`src/rtl/hermes_local_injector.sv`:
```
// Hermes LOCAL-port packet injector: sends header, size and payload flits from a PE
// into the router under credit-based flow control.
module hermes_local_injector #(
  parameter int unsigned FLIT_SIZE = 32,
  parameter int unsigned ADDR_W    = FLIT_SIZE / 4
) (
  input  logic                 clk_i,
  input  logic                 rst_ni,
  input  logic                 req_valid_i,
  output logic                 req_ready_o,
  input  logic [ADDR_W-1:0]    req_x_i,
  input  logic [ADDR_W-1:0]    req_y_i,
  input  logic [FLIT_SIZE-1:0] req_size_i,
  input  logic                 pl_valid_i,
  output logic                 pl_ready_o,
  input  logic [FLIT_SIZE-1:0] pl_data_i,
  output logic                 tx_o,
  output logic [FLIT_SIZE-1:0] data_o,
  input  logic                 credit_i,
  output logic                 busy_o,
  output logic                 done_o,
  output logic [15:0]          pkt_count_o
);

  localparam int unsigned HalfW = FLIT_SIZE / 2;
  localparam int unsigned XW    = HalfW - ADDR_W;

  typedef enum logic [1:0] {StIdle, StHeader, StSize, StPayload} state_e;

  state_e               state_q, state_d;
  logic [ADDR_W-1:0]    x_q, x_d, y_q, y_d;
  logic [FLIT_SIZE-1:0] size_q, size_d;
  logic [FLIT_SIZE-1:0] rem_q, rem_d;
  logic                 done_q, done_d;
  logic [15:0]          cnt_q, cnt_d;
  logic [FLIT_SIZE-1:0] header;

  always_comb begin
    header             = '0;
    header[HalfW-1:ADDR_W] = XW'(x_q);
    header[ADDR_W-1:0] = y_q;
  end

  always_comb begin
    state_d    = state_q;
    x_d        = x_q;
    y_d        = y_q;
    size_d     = size_q;
    rem_d      = rem_q;
    done_d     = 1'b0;
    tx_o       = 1'b0;
    data_o     = '0;
    pl_ready_o = 1'b0;
    unique case (state_q)
      StIdle: begin
        if (req_valid_i) begin
          x_d     = req_x_i;
          y_d     = req_y_i;
          size_d  = req_size_i;
          state_d = StHeader;
        end
      end
      StHeader: begin
        tx_o   = 1'b1;
        data_o = header;
        if (credit_i) state_d = StSize;
      end
      StSize: begin
        tx_o   = 1'b1;
        data_o = size_q;
        if (credit_i) begin
          if (size_q == '0) begin
            state_d = StIdle;
            done_d  = 1'b1;
          end else begin
            rem_d   = size_q;
            state_d = StPayload;
          end
        end
      end
      StPayload: begin
        // Payload is a combinational pass-through; the source sees router credit directly.
        tx_o       = pl_valid_i;
        data_o     = pl_data_i;
        pl_ready_o = credit_i;
        if (pl_valid_i && credit_i) begin
          rem_d = rem_q - FLIT_SIZE'(1);
          if (rem_q == FLIT_SIZE'(1)) begin
            state_d = StIdle;
            done_d  = 1'b1;
          end
        end
      end
      default: state_d = StIdle;
    endcase
    cnt_d = done_d ? cnt_q + 16'd1 : cnt_q;
  end

  always_ff @(posedge clk_i or negedge rst_ni) begin
    if (!rst_ni) begin
      state_q <= StIdle;
      x_q     <= '0;
      y_q     <= '0;
      size_q  <= '0;
      rem_q   <= '0;
      done_q  <= 1'b0;
      cnt_q   <= '0;
    end else begin
      state_q <= state_d;
      x_q     <= x_d;
      y_q     <= y_d;
      size_q  <= size_d;
      rem_q   <= rem_d;
      done_q  <= done_d;
      cnt_q   <= cnt_d;
    end
  end

  assign req_ready_o = (state_q == StIdle);
  assign busy_o      = (state_q != StIdle);
  assign done_o      = done_q;
  assign pkt_count_o = cnt_q;

endmodule

```
`config.mk`:
```
export PLATFORM = sky130hd
export DESIGN_NAME = hermes_local_injector
export DESIGN_NICKNAME = d
export VERILOG_FILES = /design/src/rtl/hermes_local_injector.sv
export SDC_FILE = /design/constraint.sdc
export NUM_CORES = 1
export LEC_CHECK = 0
export BUFFER_PORTS_ARGS = -buffer_cell sky130_fd_sc_hd__buf_2
export CAP_MARGIN = 40
export CORE_MARGIN = 10
export CORE_UTILIZATION = 30
export DETAILED_ROUTE_END_ITERATION = 16
export GPL_TIMING_DRIVEN = 0
export HOLD_SLACK_MARGIN = 0.1
export PLACE_DENSITY = 0.48
export SLEW_MARGIN = 20
export SYNTH_ARGS = -nofsm -noshare
export SYNTH_HDL_FRONTEND = slang
export SYNTH_SLANG_ARGS = --single-unit
```
`constraint.sdc`:
```
create_clock -name clk_i -period 2.8 [get_ports clk_i]
set_input_delay 0.28 -clock clk_i [delete_from_list [all_inputs] [get_ports clk_i]]
set_output_delay 0.28 -clock clk_i [all_outputs]
set_load 0.01 [all_outputs]
```
==> results.ini <==
[cells_and_area]
fillers = 1834
drive_gt1_share_pct = 32.9
multi_input_area_mm2 = 0.00284
syn2layout_area_growth_pct = 25.3
diodes = 0
regArea_mm2 = 0.00248
nets = 807
final_cells = 949
fin_area_mm2 = 0.00687

[global_routing]
busiest_layer = met2
grt_max_degree = 53
met1_usage_pct = 21.6
grt_util_met2_pct = 27.2
grt_pass1_vias = 5597
antenna_found_initial = 0
grt_pass1_wl_um = 32500
grt_usage_pct = 17.2
met3_usage_pct = 6.40
grt_overflow_total = 0

[route]
vias = 5257
drc = 0
drt_iter0_drc = 438
viasPerCell = 5.54
first_pass_iters = 5
avgRoutedWirePerCell_um = 22.1
wirelength_um = 21000
ant_nets = 0

[logic_synthesis]
post-synth-top-count-cell = dfrtp_1
ys_top_cells_by_count = 99 x dfrtp_1, 64 x nor2_1, 49 x mux2_2
ys_seq_area_share_pct = 45.2
synthFlopType = dfrtp_1
netlist.top_cell.by_area = dfrtp_1
avgSynthCellArea_um2 = 9.83
synthCells = 558
syn-num-nets = 650
yosys_warnings = 0
synth_edf_count = 0
synth_area_leaders = dfrtp_1 45%, mux2_2 10%, nor2_1 4.4%
netlist_area_mm2 = 0.00548
synth_seq_cells = 99
async_flop_share_pct = 100
synth_cell_type_count = 54
synth_top_area_share_pct = 45.2

[clock_network]
clkLatencyLatePin_ns = 0.35
clk_pin_slew_ns = 0.07
cts_buffers = 9
numClockSinks = 99
clockBufferDepth = 2
tritoncts = built
htree_levels = 3
cts_root_buf = clkbuf_16

[pwr]
p_leak_uw = 0.00309
clkPwrFrac_pct = 16.1
p_sw_uw = 3490
seq_power_share_pct = 38.4
finalPower_uw = 7650
p_comb_share_pct = 45.6
powerDensity_mw_per_mm2 = 1110
switching_share_pct = 45.6
vdd_ir_drop_max_mv = 0.487
p_int_uw = 4160

[critical_path]
critPathMaxFanout = 10
required_ns = 2.52
end_kind = primary output
worstSetupStartpointType = flop
arrival_ns = 2.41
crit_type = reg2out
rr_worst_depth = 7

[floorplanning]
core_area_mm2 = 0.0180
ioPinCount = 138
row_count = 49
fp.dieW_um = 155
die_area_mm2 = 0.0241
die_h_um = 155
start_util_pct = 30.5

[placement]
gp_congestion = 0.882
detailedPlacementHpwl_um = 16000
port_buffers = 137
placed_cell_area_mm2 = 0.00650
dp_worst_setup_slack_ns = -0.452
place_inst = 927

[timing]
layout_setup_ws_ns = 0.112
setup_viol_count_final = 0
max_slew_margin_pct = 47.2
fin_skew_ns = 0.00657
period_needed_ns = 2.69
hold_viol_final = 0
finalMaxSlewViolations = 0
worst_pin_slew_ns = 0.785
fmax_ghz = 0.372
rsz0062_at_grt = true
period_share_pct = 96.0

[hold_path]
hold_class = in2reg
holdPathStages = 2

[run_status]
status = completed

[run]
maxCapViolCount = 0

[sequential cells by signal (all words and copies together) (netlist names)]
name,cells
rem_q,32
size_q,32
pkt_count_o,16
x_q,8
y_q,8
state_q,2
done_o,1
[area by class of cell]
class	instances	area share (%)
buffer	40	2.59
inverter	8	0.437
multi-input combinational	410	41.3
timing repair buffer	147	11.4
tap	229	4.17
clock buffer	11	3.53
sequential	99	36.1
clock inverter	5	0.546
[worst max-delay path, cell delays in order (launching register included)]
cell and delay [ns]:
dfrtp_1 0.41, ha_1 0.21, clkbuf_2 0.29, clkbuf_2 0.30
clkbuf_2 0.37, a22oi_1 0.15, nor2_1 0.16, buf_2 0.17
[cells in the final DEF, fill, tap and decap left out, drive strengths merged, types with 9 or more instances in the layout]
master	synthesis	final
buf	4	149
dfrtp	99	99
nor2	64	64
mux2	49	49
clkbuf	37	48
nand2	30	30
nor3	24	24
a21oi	22	22
nand3	21	21
a22oi	18	18
a222oi	16	16
nor4	16	16
xor2	15	15
o22ai	13	13
nand4	12	12
or4	12	12
or3	10	10
and4	9	9
inv	8	9
[stage by stage]
step / TNS, ns / hold slack [ns] / util, %
floorplan: 0 / -0.0156 / -
global placement: -5.77 / 0.453 / 35.9
detailed placement: -5.63 / 0.261 / 36.2
CTS: 0 / 0.147 / 38.0
global route: -0.0422 / 0.144 / 38.3
finish: 0 / 0.151 / 38.3
[kinds of logic (layout without fill, tap and decap cells)]
kind of cell	after synthesis	in the layout	synth area share, %
and+or+nand+nor	221	221	21.2
xor gates and xnor gates	15	15	2.40
adders and majority gates	7	7	1.60
buffers and inverters	49	211	3.49
DFF	99	99	45.2
AOI/OAI and AO/OA	116	116	15.7
muxes	51	51	10.4
[power by group through the flow]
stage	clock network [uW]	registers, uW	logic (uW)
after floorplan	0	2510	2340
after global placement	0	2900	3400
after detailed placement	0	2920	3450
after CTS	1250	2900	3480
after global routing	1310	3010	3860
final	1230	2930	3490
[routing by layer]
layer / vias to the layer above / routed length, um
li1: 2454 / -
met1: 2558 / 9310
met2: 220 / 9610
met3: 25 / 1790
met4: 0 / 296
met5: - / 0
[final timing paths]
check | start | endpoint | slack, ns
worst min-delay path | req_x_i[0] | x_q[0] | 0.15
min in group asynchronous | rst_ni | pkt_count_o[11] | 0.45
worst max-delay path | state_q[1] | data_o[29] | 0.11
worst min register to register | pkt_count_o[15] | pkt_count_o[15] | 0.48
max in group asynchronous | rst_ni | size_q[1] | 1.68
worst max register to register | rem_q[0] | rem_q[20] | 0.11
[repair_timing]
item                                    4_1_cts  5_1_grt
resized for setup                            12       14
buffers inserted                              1        4
hold endpoints to repair                     47        0
pin swaps                                     1        2
endpoints found under the setup margin       51       76
hold buffers                                  1        0
No activity file was read; power rests on OpenSTA's default activity.
